## config.mk

```make
export PLATFORM = sky130hd
export DESIGN_NAME = memory_ctrl
export DESIGN_NICKNAME = d
export VERILOG_FILES = /design/src/rtl/memory_ctrl.sv
export SDC_FILE = /design/constraint.sdc
export NUM_CORES = 1
export LEC_CHECK = 0
export ABC_CLOCK_PERIOD_IN_PS = 2900
export CORE_MARGIN = 2
export CORE_UTILIZATION = 34
export CTS_CLUSTER_SIZE = 12
export DETAILED_ROUTE_END_ITERATION = 6
export SLEW_MARGIN = 20
export SYNTH_ARGS = -nofsm -noshare
export SYNTH_HDL_FRONTEND = slang
export SYNTH_SLANG_ARGS = --single-unit
```

## constraint.sdc

```tcl
create_clock -name clk_i -period 2.9 [get_ports clk_i]
set_clock_uncertainty 0.15 [all_clocks]
set_input_delay 0.58 -clock clk_i [delete_from_list [all_inputs] [get_ports clk_i]]
set_output_delay 0.58 -clock clk_i [all_outputs]
set_load 0.01 [all_outputs]
```

## src/rtl/memory_ctrl.sv

```systemverilog
// Single-port synchronous memory with req/ready commands, byte strobes and a
// one-deep read response slot; zero-fills itself after reset. Option: MEMCTRL_PARITY_EN.
module memory_ctrl #(
    parameter int unsigned AWIDTH = 5,
    parameter int unsigned DWIDTH = 8
) (
    input  logic                clk_i,
    input  logic                rst_n_i,
    input  logic                req_i,
    input  logic                we_i,
    input  logic [AWIDTH-1:0]   addr_i,
    input  logic [DWIDTH-1:0]   wdata_i,
    input  logic [DWIDTH/8-1:0] wstrb_i,
    output logic                ready_o,
    output logic [DWIDTH-1:0]   rdata_o,
    output logic                rvalid_o,
    input  logic                rready_i,
    output logic                perr_o
);

    localparam int unsigned DEPTH = 2 ** AWIDTH;
    localparam int unsigned NB    = DWIDTH / 8;
`ifdef MEMCTRL_PARITY_EN
    localparam int unsigned PW    = NB;
`else
    localparam int unsigned PW    = 0;
`endif
    localparam int unsigned MW    = DWIDTH + PW;
    localparam logic [AWIDTH-1:0] LAST = '1;

    typedef enum logic {
        INIT,
        RUN
    } state_e;

    state_e              state_q, state_d;
    logic [AWIDTH-1:0]   icnt_q, icnt_d;
    logic                rvalid_q, rvalid_d;
    logic [DWIDTH-1:0]   rdata_q, rdata_d;
    logic                perr_q, perr_d;

    logic [MW-1:0]       mem_q [DEPTH];
    logic [MW-1:0]       rd_word;
    logic                mem_we;
    logic [AWIDTH-1:0]   mem_addr;
    logic [DWIDTH-1:0]   mem_wdata;
    logic [NB-1:0]       mem_wstrb;
    logic                rd_perr;
    logic                ready;

    assign rd_word = mem_q[addr_i];

`ifdef MEMCTRL_PARITY_EN
    // Even parity per lane: stored bit equals XOR of the stored byte.
    always_comb begin
        rd_perr = 1'b0;
        for (int i = 0; i < NB; i++) begin
            if ((^rd_word[8*i +: 8]) != rd_word[DWIDTH+i]) begin
                rd_perr = 1'b1;
            end
        end
    end
`else
    assign rd_perr = 1'b0;
`endif

    always_comb begin
        state_d   = state_q;
        icnt_d    = icnt_q;
        rvalid_d  = rvalid_q;
        rdata_d   = rdata_q;
        perr_d    = perr_q;
        mem_we    = 1'b0;
        mem_addr  = addr_i;
        mem_wdata = wdata_i;
        mem_wstrb = wstrb_i;
        ready     = 1'b0;
        unique case (state_q)
            INIT: begin
                mem_we    = 1'b1;
                mem_addr  = icnt_q;
                mem_wdata = '0;
                mem_wstrb = '1;
                icnt_d    = icnt_q + 1'b1;
                if (icnt_q == LAST) begin
                    state_d = RUN;
                end
            end
            RUN: begin
                ready = !(rvalid_q && !rready_i);
                if (rvalid_q && rready_i) begin
                    rvalid_d = 1'b0;
                end
                if (req_i && ready) begin
                    if (we_i) begin
                        mem_we = 1'b1;
                    end else begin
                        rvalid_d = 1'b1;
                        rdata_d  = rd_word[DWIDTH-1:0];
                        perr_d   = rd_perr;
                    end
                end
            end
            default: state_d = INIT;
        endcase
    end

    always_ff @(posedge clk_i) begin
        if (!rst_n_i) begin
            state_q  <= INIT;
            icnt_q   <= '0;
            rvalid_q <= 1'b0;
            rdata_q  <= '0;
            perr_q   <= 1'b0;
        end else begin
            state_q  <= state_d;
            icnt_q   <= icnt_d;
            rvalid_q <= rvalid_d;
            rdata_q  <= rdata_d;
            perr_q   <= perr_d;
        end
    end

    // Array has no reset; a reset edge suppresses any write.
    always_ff @(posedge clk_i) begin
        if (rst_n_i && mem_we) begin
            for (int i = 0; i < NB; i++) begin
                if (mem_wstrb[i]) begin
                    mem_q[mem_addr][8*i +: 8] <= mem_wdata[8*i +: 8];
`ifdef MEMCTRL_PARITY_EN
                    mem_q[mem_addr][DWIDTH+i] <= ^mem_wdata[8*i +: 8];
`endif
                end
            end
        end
    end

    assign ready_o  = ready;
    assign rvalid_o = rvalid_q;
    assign rdata_o  = rdata_q;
`ifdef MEMCTRL_PARITY_EN
    assign perr_o   = perr_q;
`else
    assign perr_o   = 1'b0;
`endif

endmodule

```

==> run_results.csv <==
group,metric,value,unit
status,status,"finished clean",
critical_path,startpoint,"state_q$_SDFF_PN0_",
place,dpl_cell_area,12200,um2
worst_hold_path,hold_class,"reg2reg",
flow_run,drv_cap,0,
floorplan,design.portCount,30,
yosys,synthDistinctLibCells,34,
pwr,p_per_area,606,nW/um2
finish,stdcell_area,13000,um2
finish,fin_nets,787,
clock_tree,htree_num_levels,1,
critical_path,cp.arrival,1.99,ns
critical_path,start_kind,"flip-flop",
grt,grt_overflow_total,0,
clock_tree,clk_latency,0.54,ns
place,numPortBuffers,28,
floorplan,die_x,183,um
timing,rsz0062_at_grt,"no",
timing,slew_viol_final,0,
critical_path,rr_endpoint,"mem_q[2][6]$_DFFE_PP_",
critical_path,critPathMaxFanout,18,
timing,max_freq,0.367,GHz
grt,grt_pass1_wl,37600,um
pwr,clkPwrFrac,41.7,%
detailed_routing,ant_nets,0,
detailed_routing,viasPerCell,5.13,
critical_path,path_class,"reg2out",
yosys,synth_seq_cells,271,
yosys,netlist_area,10800,um2
critical_path,r2r_cells,5,
timing,final.min_clock_period,2.72,ns
clock_tree,post_cts_resized,0,
finish,post-route-util,41.3,%
detailed_routing,routed_wirelength,25100,um
finish,layout_commonest_cell,"edfxtp_1",
timing,setup_tns,0,ns
finish,final_cell_mix,"edfxtp_1, mux2i_1, buf_4, a22oi_1, a21oi_1",
finish,num_antenna_cells,0,
pwr,power_switching,1.58,mW
place,hpwl,16400,um
pwr,p_int,6.29,mW
detailed_routing,drc_errors,0,
clock_tree,clock_path_buffers,3,
floorplan,core_area,31500,um2
critical_path,endpoint_kind,"output port",
floorplan,die-area,33300,um2
clock_tree,post_cts_buffers,0,
floorplan,die_y,183,um
detailed_routing,firstDrtPassIters,5,
grt,grt.total_usage,15.2,%
detailed_routing,vias,6074,
yosys,avgSynthCellArea,16.5,um2
pwr,switching_share,20.0,%
clock_tree,numCtsBuffers,28,
timing,max_slew_margin,48.1,%
yosys,yosysWarnings,0,
pwr,p_comb_share,4.2,%
critical_path,crit_required,2.17,ns
grt,antenna_found_initial,0,
yosys,synthCells,659,
clock_tree,clkTransAtPathRegs,0.06,ns
finish,syn2layout_area_growth,19.8,%
timing,finalSetupViolCount,0,
critical_path,endpoint,"ready_o",
clock_tree,cts_tree,"built",
pwr,irDropWorstVdd,0.000477,V
timing,hold_viol,0,
critical_path,r2r-start,"state_q$_SDFF_PN0_",
floorplan,rows,65,
grt,grt_start_max_net_pins,33,
timing,period_share,93.9,%
yosys,yosysSeqAreaShare,73.7,%
place,routabilityCongestion,0.823,
timing,tightest_slew,0.774,ns
clock_tree,hold_buffers,0,
yosys,synth_nets,680,
detailed_routing,drt_iter0_drc,533,
finish,drive_above_1_share,16.1,%
grt,grt_pass1_vias,5946,
detailed_routing,wl_per_cell,21.2,um
critical_path,r2r_setup_slack,0.58,ns
pwr,leakage,4.40,nW
clock_tree,cts.sinks,271,
clock_tree,root_buffer,"clkbuf_16",
floorplan,floorplan.initialDensity,34.5,%
pwr,seq_power_share,54.0,%
sequential cells by signal, indices dropped and copies added, names as in the netlist:
name / cells
icnt_q: 5
rvalid_o: 1
rdata_o: 8
state_q: 1
mem_q: 256
worst max-delay path, stage by stage (launching register included):
cell and delay, ns:
dfxtp_1 0.67, nor2b_1 0.23, clkdlybuf4s50_1 0.56
how the worst min path moves through the flow:
| stage | startpoint | endpoint | slack, ns | cells past startpoint |
|---|---|---|---|---|
| 6_report | rvalid_o$_SDFFE_PN0P_ | rvalid_o$_SDFFE_PN0P_ | 0.38 | 2 |
| 5_1_grt | rvalid_o$_SDFFE_PN0P_ | rvalid_o$_SDFFE_PN0P_ | 0.42 | 2 |
| 4_1_cts | rvalid_o$_SDFFE_PN0P_ | rvalid_o$_SDFFE_PN0P_ | 0.39 | 2 |
| 3_5_place_dp | rvalid_o$_SDFFE_PN0P_ | rvalid_o$_SDFFE_PN0P_ | 0.38 | 2 |
| 3_3_place_gp | icnt_q[0]$_SDFFE_PN0N_ | icnt_q[0]$_SDFFE_PN0N_ | 0.37 | 2 |
| 2_1_floorplan | icnt_q[0]$_SDFFE_PN0N_ | icnt_q[0]$_SDFFE_PN0N_ | 0.35 | 2 |
Yosys cell counts (all sizes together):
cell / count / area share, %
clkbuf: 23 / 0.90
o32ai: 4 / 0.32
o21ai: 9 / 0.42
inv: 3 / 0.10
nand4: 2 / 0.12
and3b: 1 / 0.081
and2: 11 / 0.63
nor2b: 10 / 0.58
edfxtp: 256 / 71
nand3: 2 / 0.092
ha: 2 / 0.23
nand2: 12 / 0.42
o21a: 1 / 0.069
nor3b: 1 / 0.069
a22oi: 64 / 4.4
mux2i: 132 / 12
nor2: 33 / 1.1
and3: 1 / 0.058
or2: 1 / 0.058
conb: 1 / 0.035
dfxtp: 15 / 2.8
nand4b: 2 / 0.16
a21oi: 42 / 1.9
buf: 17 / 1.3
xnor2: 2 / 0.16
mux2: 1 / 0.10
a21o: 1 / 0.069
or4: 8 / 0.55
nand2b: 2 / 0.12
cell type report:
type | count | area [um2]
multi-input cells | 345 | 2610
flip-flops and latches | 271 | 7990
clock buffers | 39 | 763
repair buffers | 117 | 1050
inverters | 3 | 11.3
well taps | 402 | 503
clock inverters | 8 | 57.6
fillers | 2812 | 18500
through the flow:
step	std cells	hold slack, ns	power, mW	setup slack (ns)
after CTS	1185	0.385	7.93	0.169
after detailed placement	1138	0.376	4.67	-0.103
after global placement	1138	0.367	4.67	-0.0855
final	1185	0.382	7.87	0.176
after floorplan	659	0.345	4.53	0.487
after global routing	1185	0.420	8.12	0.0813
layer usage:
| metal | vias up | GRT usage [%] | routed length [um] |
|---|---|---|---|
| met2 | 186 | 24.1 | 11900 |
| met5 | - | 0 | 0 |
| met4 | 0 | 3.87 | 412 |
| met3 | 25 | 2.95 | 1490 |
| met1 | 3063 | 21.4 | 11300 |
| li1 | 2800 | - | - |
cells by family after synthesis:
family | after synthesis | share of synthesized area (%)
multiplexers | 133 | 12.3
adder cells (fa/ha/maj) | 2 | 0.231
AO/OA/AOI/OAI | 121 | 7.25
buffers and inverters | 43 | 2.30
other | 1 | 0.0346
XOR/XNOR | 2 | 0.162
AND/OR/NAND/NOR | 86 | 4.07
flip-flops | 271 | 73.7
power by group through the flow:
stage / Sequential, mW / Combinational, mW / Clock, mW
2_1_floorplan: 4.33 / 0.199 / 0
3_3_place_gp: 4.33 / 0.332 / 0
3_5_place_dp: 4.33 / 0.333 / 0
4_1_cts: 4.25 / 0.335 / 3.34
5_1_grt: 4.25 / 0.355 / 3.51
6_report: 4.25 / 0.334 / 3.28
No activity file was read; power rests on OpenSTA's default activity.
